**config.mk**
```make
export PLATFORM = sky130hd
export DESIGN_NAME = dcache_port_arbiter_flat
export DESIGN_NICKNAME = d
export VERILOG_FILES = /design/src/rtl/dcache_port_arbiter_if.sv /design/src/rtl/dcache_port_arbiter.sv /design/src/flat_wrapper.sv
export SDC_FILE = /design/constraint.sdc
export NUM_CORES = 1
export LEC_CHECK = 0
export CORE_ASPECT_RATIO = 1.75
export CORE_UTILIZATION = 30
export CTS_BUF_LIST = sky130_fd_sc_hd__clkbuf_4
export DETAILED_ROUTE_END_ITERATION = 7
export GPL_ROUTABILITY_DRIVEN = 0
export RECOVER_POWER = 50
export REMOVE_ABC_BUFFERS = 1
export SLEW_MARGIN = 30
export SYNTH_ARGS = -nofsm -noshare
export SYNTH_HDL_FRONTEND = slang
export SYNTH_SLANG_ARGS = --single-unit
```
**constraint.sdc**
```tcl
create_clock -name clk -period 2.4 [get_ports clk]
set_input_delay 0.36 -clock clk [delete_from_list [all_inputs] [get_ports clk]]
set_output_delay 0.36 -clock clk [all_outputs]
set_load 0.005 [all_outputs]
```
**src/rtl/dcache_port_arbiter_if.sv**
```systemverilog
// rtl/dcache_port_arbiter_if.sv - request/cache signal bundle for dcache_port_arbiter; perf outputs exist only with ARB_PERF_CNT_EN
interface dcache_port_arbiter_if #(
    parameter int SB_SIZE = 4
);
    localparam int CNT_W = $clog2(SB_SIZE) + 1;

    logic             ld_req;
    logic [31:0]      ld_addr;
    logic [2:0]       ld_funct3;
    logic             ld_gnt;
    logic             ld_done;

    logic             st_req;
    logic [31:0]      st_addr;
    logic [31:0]      st_data;
    logic [2:0]       st_funct3;
    logic             st_pop;
    logic [CNT_W-1:0] sb_count;

    logic             fence_req;
    logic             fence_done;
    logic             flush;

    logic             cache_req;
    logic             cache_we;
    logic [31:0]      cache_addr;
    logic [31:0]      cache_wdata;
    logic [2:0]       cache_funct3;
    logic             cache_stall;

`ifdef ARB_PERF_CNT_EN
    logic [31:0]      perf_ld_cnt;
    logic [31:0]      perf_st_cnt;
    logic [31:0]      perf_stall_cnt;

    modport master (
        input  ld_req, ld_addr, ld_funct3, st_req, st_addr, st_data, st_funct3,
        input  sb_count, fence_req, flush, cache_stall,
        output ld_gnt, ld_done, st_pop, fence_done,
        output cache_req, cache_we, cache_addr, cache_wdata, cache_funct3,
        output perf_ld_cnt, perf_st_cnt, perf_stall_cnt
    );

    modport slave (
        output ld_req, ld_addr, ld_funct3, st_req, st_addr, st_data, st_funct3,
        output sb_count, fence_req, flush, cache_stall,
        input  ld_gnt, ld_done, st_pop, fence_done,
        input  cache_req, cache_we, cache_addr, cache_wdata, cache_funct3,
        input  perf_ld_cnt, perf_st_cnt, perf_stall_cnt
    );
`else
    modport master (
        input  ld_req, ld_addr, ld_funct3, st_req, st_addr, st_data, st_funct3,
        input  sb_count, fence_req, flush, cache_stall,
        output ld_gnt, ld_done, st_pop, fence_done,
        output cache_req, cache_we, cache_addr, cache_wdata, cache_funct3
    );

    modport slave (
        output ld_req, ld_addr, ld_funct3, st_req, st_addr, st_data, st_funct3,
        output sb_count, fence_req, flush, cache_stall,
        input  ld_gnt, ld_done, st_pop, fence_done,
        input  cache_req, cache_we, cache_addr, cache_wdata, cache_funct3
    );
`endif
endinterface

```
**src/rtl/dcache_port_arbiter.sv**
```systemverilog
// rtl/dcache_port_arbiter.sv - arbitrates the single dcache port between MEM-stage loads and store-buffer drains; ARB_PERF_CNT_EN adds perf counters
module dcache_port_arbiter #(
    parameter int SB_SIZE      = 4,
    parameter int DRAIN_THRESH = 3,
    parameter int STARVE_LIMIT = 4
) (
    input  logic                 clk,
    input  logic                 reset,
    dcache_port_arbiter_if.master bus
);
    localparam int CNT_W = $clog2(SB_SIZE) + 1;
    localparam int SCW   = $clog2(STARVE_LIMIT + 1);
    localparam logic [CNT_W-1:0] THRESH     = CNT_W'(DRAIN_THRESH);
    localparam logic [CNT_W-1:0] ONE_ENTRY  = CNT_W'(1);
    localparam logic [SCW-1:0]   STARVE_MAX = SCW'(STARVE_LIMIT);

    typedef enum logic [1:0] {IDLE, LOAD, STORE, DRAIN} state_t;

    state_t         state;
    logic [SCW-1:0] starve_cnt;
    logic           ld_killed;
    logic           access_done;
    logic           store_first;

    assign access_done = bus.cache_req && !bus.cache_stall;
    // A flush in the completing cycle kills the result just like an earlier one.
    assign bus.ld_done = (state == LOAD) && access_done && !ld_killed && !bus.flush;
    assign bus.st_pop  = ((state == STORE) || (state == DRAIN)) && access_done;

    assign store_first = bus.st_req &&
                         ((bus.sb_count >= THRESH) || (starve_cnt == STARVE_MAX) || !bus.ld_req);

    always_ff @(posedge clk) begin
        if (reset) begin
            state            <= IDLE;
            starve_cnt       <= '0;
            ld_killed        <= 1'b0;
            bus.ld_gnt       <= 1'b0;
            bus.fence_done   <= 1'b0;
            bus.cache_req    <= 1'b0;
            bus.cache_we     <= 1'b0;
            bus.cache_addr   <= '0;
            bus.cache_wdata  <= '0;
            bus.cache_funct3 <= '0;
        end else begin
            bus.ld_gnt     <= 1'b0;
            bus.fence_done <= 1'b0;
            case (state)
                IDLE: begin
                    if (bus.fence_req) begin
                        state <= DRAIN;
                    end else if (store_first) begin
                        state            <= STORE;
                        bus.cache_req    <= 1'b1;
                        bus.cache_we     <= 1'b1;
                        bus.cache_addr   <= bus.st_addr;
                        bus.cache_wdata  <= bus.st_data;
                        bus.cache_funct3 <= bus.st_funct3;
                    end else if (bus.ld_req && !bus.flush) begin
                        state            <= LOAD;
                        bus.ld_gnt       <= 1'b1;
                        bus.cache_req    <= 1'b1;
                        bus.cache_we     <= 1'b0;
                        bus.cache_addr   <= bus.ld_addr;
                        bus.cache_funct3 <= bus.ld_funct3;
                        ld_killed        <= 1'b0;
                    end
                end
                LOAD: begin
                    if (bus.flush) begin
                        ld_killed <= 1'b1;
                    end
                    if (!bus.cache_stall) begin
                        state         <= IDLE;
                        bus.cache_req <= 1'b0;
                        if (bus.st_req && (starve_cnt != STARVE_MAX)) begin
                            starve_cnt <= starve_cnt + SCW'(1);
                        end
                    end
                end
                STORE: begin
                    if (!bus.cache_stall) begin
                        state         <= IDLE;
                        bus.cache_req <= 1'b0;
                        starve_cnt    <= '0;
                    end
                end
                DRAIN: begin
                    // While popping, the store buffer already presents the entry behind the head.
                    if (bus.cache_req) begin
                        if (!bus.cache_stall) begin
                            starve_cnt <= '0;
                            if (bus.sb_count > ONE_ENTRY) begin
                                bus.cache_addr   <= bus.st_addr;
                                bus.cache_wdata  <= bus.st_data;
                                bus.cache_funct3 <= bus.st_funct3;
                            end else begin
                                bus.cache_req  <= 1'b0;
                                bus.fence_done <= 1'b1;
                                state          <= IDLE;
                            end
                        end
                    end else if (bus.st_req) begin
                        bus.cache_req    <= 1'b1;
                        bus.cache_we     <= 1'b1;
                        bus.cache_addr   <= bus.st_addr;
                        bus.cache_wdata  <= bus.st_data;
                        bus.cache_funct3 <= bus.st_funct3;
                    end else begin
                        bus.fence_done <= 1'b1;
                        state          <= IDLE;
                    end
                end
                default: state <= IDLE;
            endcase
        end
    end

`ifdef ARB_PERF_CNT_EN
    always_ff @(posedge clk) begin
        if (reset) begin
            bus.perf_ld_cnt    <= '0;
            bus.perf_st_cnt    <= '0;
            bus.perf_stall_cnt <= '0;
        end else begin
            if ((state == LOAD) && access_done) begin
                bus.perf_ld_cnt <= bus.perf_ld_cnt + 32'd1;
            end
            if (bus.st_pop) begin
                bus.perf_st_cnt <= bus.perf_st_cnt + 32'd1;
            end
            if (bus.cache_req && bus.cache_stall) begin
                bus.perf_stall_cnt <= bus.perf_stall_cnt + 32'd1;
            end
        end
    end
`endif
endmodule
```
**src/flat_wrapper.sv**
```systemverilog
// flat-port wrapper written by rule: the top's interface ports become plain ports
module dcache_port_arbiter_flat 
#(
    parameter int SB_SIZE      = 4,
    parameter int DRAIN_THRESH = 3,
    parameter int STARVE_LIMIT = 4
)
  (clk, reset, bus_ld_req, bus_ld_addr, bus_ld_funct3, bus_st_req, bus_st_addr, bus_st_data, bus_st_funct3, bus_sb_count, bus_fence_req, bus_flush, bus_cache_stall, bus_ld_gnt, bus_ld_done, bus_st_pop, bus_fence_done, bus_cache_req, bus_cache_we, bus_cache_addr, bus_cache_wdata, bus_cache_funct3);
  dcache_port_arbiter_if #(.SB_SIZE(SB_SIZE)) bus_i ();
  input  logic clk;
  input  logic reset;
  input wire logic [$bits(bus_i.ld_req)-1:0] bus_ld_req;
  input wire logic [$bits(bus_i.ld_addr)-1:0] bus_ld_addr;
  input wire logic [$bits(bus_i.ld_funct3)-1:0] bus_ld_funct3;
  input wire logic [$bits(bus_i.st_req)-1:0] bus_st_req;
  input wire logic [$bits(bus_i.st_addr)-1:0] bus_st_addr;
  input wire logic [$bits(bus_i.st_data)-1:0] bus_st_data;
  input wire logic [$bits(bus_i.st_funct3)-1:0] bus_st_funct3;
  input wire logic [$bits(bus_i.sb_count)-1:0] bus_sb_count;
  input wire logic [$bits(bus_i.fence_req)-1:0] bus_fence_req;
  input wire logic [$bits(bus_i.flush)-1:0] bus_flush;
  input wire logic [$bits(bus_i.cache_stall)-1:0] bus_cache_stall;
  output wire logic [$bits(bus_i.ld_gnt)-1:0] bus_ld_gnt;
  output wire logic [$bits(bus_i.ld_done)-1:0] bus_ld_done;
  output wire logic [$bits(bus_i.st_pop)-1:0] bus_st_pop;
  output wire logic [$bits(bus_i.fence_done)-1:0] bus_fence_done;
  output wire logic [$bits(bus_i.cache_req)-1:0] bus_cache_req;
  output wire logic [$bits(bus_i.cache_we)-1:0] bus_cache_we;
  output wire logic [$bits(bus_i.cache_addr)-1:0] bus_cache_addr;
  output wire logic [$bits(bus_i.cache_wdata)-1:0] bus_cache_wdata;
  output wire logic [$bits(bus_i.cache_funct3)-1:0] bus_cache_funct3;
  assign bus_i.ld_req = bus_ld_req;
  assign bus_i.ld_addr = bus_ld_addr;
  assign bus_i.ld_funct3 = bus_ld_funct3;
  assign bus_i.st_req = bus_st_req;
  assign bus_i.st_addr = bus_st_addr;
  assign bus_i.st_data = bus_st_data;
  assign bus_i.st_funct3 = bus_st_funct3;
  assign bus_i.sb_count = bus_sb_count;
  assign bus_i.fence_req = bus_fence_req;
  assign bus_i.flush = bus_flush;
  assign bus_i.cache_stall = bus_cache_stall;
  assign bus_ld_gnt = bus_i.ld_gnt;
  assign bus_ld_done = bus_i.ld_done;
  assign bus_st_pop = bus_i.st_pop;
  assign bus_fence_done = bus_i.fence_done;
  assign bus_cache_req = bus_i.cache_req;
  assign bus_cache_we = bus_i.cache_we;
  assign bus_cache_addr = bus_i.cache_addr;
  assign bus_cache_wdata = bus_i.cache_wdata;
  assign bus_cache_funct3 = bus_i.cache_funct3;
  dcache_port_arbiter #(.SB_SIZE(SB_SIZE), .DRAIN_THRESH(DRAIN_THRESH), .STARVE_LIMIT(STARVE_LIMIT)) u_core (.clk(clk), .reset(reset), .bus(bus_i));
endmodule
```
==> results of run 1 <==
## final timing paths
kind                                        endpoint                                    start  cells after the start
max reg2reg   u_core.bus.cache_addr[18]$_SDFFE_PP0P_             u_core.state[0]$_SDFFE_PP0P_                      6
min                    u_core.ld_killed$_SDFFE_PP0P_                                    reset                      2
max                                       bus_st_pop             u_core.state[0]$_SDFFE_PP0P_                      5
min reg2reg  u_core.bus.cache_wdata[30]$_SDFFE_PP0P_  u_core.bus.cache_wdata[30]$_SDFFE_PP0P_                      2
## where the power goes
part	switching (W)	internal (W)	total, W	leakage (nW)
Sequential	0.000304	0.00184	0.00215	0.634
Combinational	0.00163	0.00195	0.00358	1.86
Clock	0.000522	0.000436	0.000958	0.0851
Total	0.00246	0.00423	0.00669	2.58
## cell families (layout without fill, tap and decap cells)
kind of cell             Yosys count  after routing  synth area share
AND/OR/NAND/NOR                  198            198             0.257
AO/OA/AOI/OAI                    109            109             0.205
flip-flops                        77             77             0.371
buffers and inverters             49            226            0.0668
multiplexers                      33             33            0.0794
adder cells (fa/ha/maj)            7              7            0.0211
## metrics by stage
step                      area, µm²  std cells  power (W)   util  setup WS [ps]
after floorplan                3920        434    0.00405      -           -348
after global placement         6160        808    0.00590  0.458            125
after detailed placement       6160        808    0.00598  0.458            105
after CTS                      6350        824    0.00699  0.472          -1.65
after global routing           6360        824    0.00717  0.473           11.0
final                          6360        824    0.00669  0.473           70.3
## final cells by class
class | instances | share of cell area
clock inverter | 7 | 0.0163
clock buffer | 9 | 0.0106
sequential | 77 | 0.242
timing repair buffer | 200 | 0.315
tap | 174 | 0.0342
multi-input combinational | 347 | 0.376
inverter | 10 | 0.00590
## layer usage
metal,GRT usage,part of all wire,vias to the layer above
met5,0,0,-
met4,0.0748,0.024,0
met3,0.0389,0.054,20
met2,0.360,0.53,140
met1,0.196,0.39,1950
li1,-,-,1995
## worst max-delay path, cell delays in order (launching register included)
cell             delay, ps
dfxtp_2                390
inv_2                  100
ha_2                   210
nor2_2                  60
nor2_1                 210
clkdlybuf4s50_1        560
## layout by cell type (no fill, tap or decap), drive strengths merged, types with 2 or more instances in the layout
master | netlist | layout
dlygate4sd3 | 0 | 70
a21boi | 2 | 2
or3 | 2 | 2
o31ai | 3 | 3
dfxtp | 77 | 77
clkdlybuf4s50 | 0 | 113
a21oi | 43 | 43
clkbuf | 25 | 10
nand2b | 39 | 39
a31oi | 3 | 3
nor2 | 7 | 7
inv | 10 | 13
and2 | 36 | 36
nor2b | 36 | 36
nand2 | 70 | 70
or4 | 2 | 2
o21ai | 4 | 4
o32a | 35 | 35
a21o | 2 | 2
o2111ai | 2 | 2
clkinvlp | 0 | 2
bufinv | 0 | 2
mux2i | 33 | 33
buf | 14 | 16
ha | 7 | 7
## flip-flops by register name (all words and copies together) (netlist names)
register / flops
u_core.bus.fence_done: 1
u_core.ld_killed: 1
u_core.starve_cnt: 3
u_core.bus.cache_wdata: 32
u_core.bus.cache_req: 1
u_core.bus.cache_we: 1
u_core.bus.ld_gnt: 1
u_core.bus.cache_addr: 32
u_core.bus.cache_funct3: 3
u_core.state: 2
## repair_timing
item,in CTS,in global routing
setup endpoints to repair,1,2
hold endpoints to repair,0,0
setup buffers,0,0
gates resized for setup,4,5
==> flow_summary.yaml, run 1 <==
pwr:
  leakagePower_nw: 2.58
  peakVddDrop_uv: 624
  powerDensity_nw_per_um2: 1050
cts:
  clock_latency_ps: 440
  hold_buffers: 0
  clock_sinks: 77
  cts_htree_levels: 3
  cts_tree: "yes"
  cts_root_buf: "clkbuf_4"
  clk_path_buf_depth: 2
  clk_pin_slew_worst_paths_ps: 140
  cts_buffers: 9
yosys:
  ys_types: 53
  synth_ff_type: "dfxtp_1"
  ys_top_cells_by_count: "dfxtp_1 (77), nand2_1 (69), a21oi_1 (43)"
  synth_most_common_cell: "dfxtp_1"
  synth_top_area_frac: 0.371
  ys_ff_latch: 77
  yosysTopAreaCell: "dfxtp_1"
  netlist_instances: 473
  yosysSeqAreaShare: 0.371
  synthArstFlopShare: 0
  synth_edf_count: 0
  avgSynthCellArea_um2: 8.79
  synthTopCellsByArea: "dfxtp_1 (37%), mux2i_1 (7.9%), o32a_1 (7.5%), nand2_1 (6.2%), nand2b_1 (5.6%)"
  synthesis.area_um2: 4160
  ys_warn_count: 0
timing:
  rsz0062_at_grt: "no"
  worst_slew_pin_slew_ps: 582
  fmax_mhz: 429
  finalHoldViolCount: 0
  setup_viol: 0
  slew_violations: 0
  fin_crit_sh: 0.971
  maxSlewHeadroom: 0.612
  fin_worst_skew_ps: 22.7
  fin_hold_ws_ps: 243
  tns_ps: 0
  min_period_ps: 2330
outcome:
  status: "complete, no violations"
placed_design:
  io_buffers: 184
  hpwlAfterDp_mm: 9.51
critical_path:
  worst_setup_path_end_kind: "output pin"
  critPathKind: "reg -> out"
  r2r_slack_ps: 290
  worstPathArrival_ps: 1970
  crit_fanout: 4
  critical_path_required_ps: 2040
  start_kind: "flip-flop"
finish:
  seqCellArea_um2: 1540
  syn2layout_area_growth_pct: 53.0
  multi_input_area_um2: 2390
  diodes: 0
  n_fill_cell: 1325
  fin_nets: 764
  layout-drive-gt1-share: 0.0892
drt:
  initialDrtViolationCount: 193
  wl_per_cell_um: 16.4
  drc: 0
  dr.pass1.iters: 4
  post_drt_via_cell_ratio: 4.98
  ant_nets: 0
  vias: 4105
  wirelength_mm: 13.6
floorplanning:
  row_count: 56
  core_um2: 13500
  ios: 185
  chipHeight_um: 158
  die_area_um2: 14400
  fp.dieW_um: 91.0
  initial_utilization: 0.309
grt:
  grt_usage: 0.187
  grt_pass1_wl_mm: 21.4
  antenna_found_initial: 0
  overflow: 0
  first_global_vias: 4218
  grt_max_degree: 53
worst_hold_path:
  hold_class: "in -> reg"
run:
  maxCapViolations: 0
Power figures use the tool's default switching activity.
==> run 2, diff against run 1 <==
- PLACE_DENSITY: unset -> 0.67
==> flow_summary.yaml, run 2 (synthesis gave the netlist of run 1 again) <==
pwr:
  p_seq_frac: 0.331
  pwr-share-clk: 0.124
  powerDensity_nw_per_um2: 1030
  leakagePower_nw: 2.55
  intPower_w: 0.00409
  p_sw_w: 0.00238
  swShare: 0.367
  p_comb_frac: 0.544
  peakVddDrop_uv: 650
floorplanning:
  row_count: 56
  ios: 185
  chipHeight_um: 158
  initial_utilization: 0.309
  fp.dieW_um: 91.0
  core_um2: 13500
  die_area_um2: 14400
cts:
  cts_htree_levels: 3
  cts_tree: "yes"
  cts_root_buf: "clkbuf_4"
  cts_buffers: 9
  clock_sinks: 77
  clk_pin_slew_worst_paths_ps: 140
  hold_buffers: 0
  clk_path_buf_depth: 2
  clock_latency_ps: 420
grt:
  grt_usage: 0.181
  met3_usage: 0.0394
  top_usage_layer: "met2"
  grt_pass1_wl_mm: 20.6
  use_met2: 0.358
  grtUsageMet1: 0.176
  grt_max_degree: 39
  antenna_found_initial: 1
  first_global_vias: 4198
  overflow: 0
timing:
  min_period_ps: 2260
  maxSlewHeadroom: 0.517
  rsz0062_at_grt: "no"
  slew_violations: 0
  layout_setup_ws_ps: 144
  finalHoldViolCount: 0
  fmax_mhz: 443
  tns_ps: 0
  fin_worst_skew_ps: 13.7
  fin_crit_sh: 0.940
  worst_slew_pin_slew_ps: 724
  setup_viol: 0
  fin_hold_ws_ps: 285
finish:
  syn2layout_area_growth_pct: 51.2
  n_fill_cell: 1336
  final_cell_mix: "clkdlybuf4s50_1 (112), dfxtp_1 (76), dlygate4sd3_1 (70), nand2_1 (69), a21oi_1 (43)"
  seqCellArea_um2: 1540
  post-route-util: 0.467
  top_regs: "u_core.bus.cache_addr: 32 flops, u_core.bus.cache_wdata: 32 flops"
  fin_nets: 760
  stdcell_count: 821
  final_common_cell: "clkdlybuf4s50_1"
  multi_input_area_um2: 2380
  layout-drive-gt1-share: 0.0805
placed_design:
  post-place-ws_ps: 23.7
  hpwlAfterDp_mm: 9.21
  post-place-cells: 804
  io_buffers: 184
drt:
  vias: 4048
  post_drt_via_cell_ratio: 4.93
  ant_nets: 0
  wl_per_cell_um: 15.7
  drc: 0
  dr.pass1.iters: 4
  initialDrtViolationCount: 177
  wirelength_mm: 12.9
outcome:
  status: "complete, no violations"
run:
  maxCapViolations: 0
critical_path:
  crit_slowest_cell: "clkdlybuf4s50_1"
  timing.rr.start: "u_core.state[1]$_SDFFE_PP0P_"
  crit_buf_inv: 2
  worstPathArrival_ps: 1900
  cpLargestDelayFamily: "buffers and inverters"
  crit_fanout: 4
  r2r_slack_ps: 190
  r2r-end: "u_core.bus.cache_addr[18]$_SDFFE_PP0P_"
  critPathKind: "reg -> out"
  critPathMaxStageDelay_ps: 520
  critical_path_required_ps: 2040
  start_kind: "flip-flop"
  cp_common_cell: "nor2_2"
  worst_setup_path_end_kind: "output pin"
  crit_chain: "inv_1 -> ha_4 -> nor2_2 -> nor2_2 -> clkdlybuf4s50_1"
  r2r_cells: 6
worst_hold_path:
  hold_class: "in -> reg"
  hold_path_end: "u_core.starve_cnt[0]$_SDFFE_PP0P_"
  whs_path_depth: 2
  hp-start: "reset"
==> run 2: cell count changes in the layout (fill, tap and decap cells not counted), moves of 2 or more <==
cell and change:
buf_4 -6, clkinv_2 +2, inv_1 +2, inv_2 -2
inv_6 -2
==> run 2: layout make-up <==
| type | instances | share of cell area |
|---|---|---|
| diodes | 1 | 0.000398 |
| clock buffers | 10 | 0.0119 |
| clock inverters | 6 | 0.0102 |
| inverters | 10 | 0.00597 |
| multi-input cells | 347 | 0.379 |
| flip-flops and latches | 77 | 0.245 |
| well taps | 174 | 0.0346 |
| repair buffers | 196 | 0.313 |
==> run 2: worst max path at each step <==
stage               slack (ps)                         start  cells after the start                                endpoint
floorplan                 -350                    bus_ld_req                      4           u_core.ld_killed$_SDFFE_PP0P_
global placement            70                    bus_st_req                      5  u_core.bus.cache_addr[19]$_SDFFE_PP0P_
detailed placement          20                    bus_st_req                      5  u_core.bus.cache_addr[17]$_SDFFE_PP0P_
CTS                         40  u_core.state[0]$_SDFFE_PP0P_                      5                              bus_st_pop
global route                20  u_core.state[0]$_SDFFE_PP0P_                      5                              bus_st_pop
finish                     140  u_core.state[0]$_SDFFE_PP0P_                      5                              bus_st_pop
==> run 2: power by group through the flow <==
stage	Sequential, W	Clock (W)	Combinational [W]
4_1_cts	0.00217	0.000845	0.00379
3_3_place_gp	0.00217	0	0.00370
3_5_place_dp	0.00219	0	0.00377
2_1_floorplan	0.00218	0	0.00187
5_1_grt	0.00222	0.000896	0.00384
6_report	0.00215	0.000803	0.00352
==> run 2: what timing repair did <==
action                                  in CTS  in global routing
endpoints found under the setup margin       2                  1
resized for setup                            5                  3
endpoints found under the hold margin        0                  0
buffers inserted                             0                  0
==> run 2: routing by layer <==
layer / routed length [µm] / part of all wire
met4: 408 / 0.032
met1: 4670 / 0.36
met3: 634 / 0.049
met5: 0 / 0
met2: 7180 / 0.56
==> run 2: through the flow <==
stage	instance area [µm²]	total power, W
finish	6290	0.00647
global route	6290	0.00696
CTS	6290	0.00681
detailed placement	6150	0.00595
global placement	6150	0.00587
floorplan	3920	0.00405
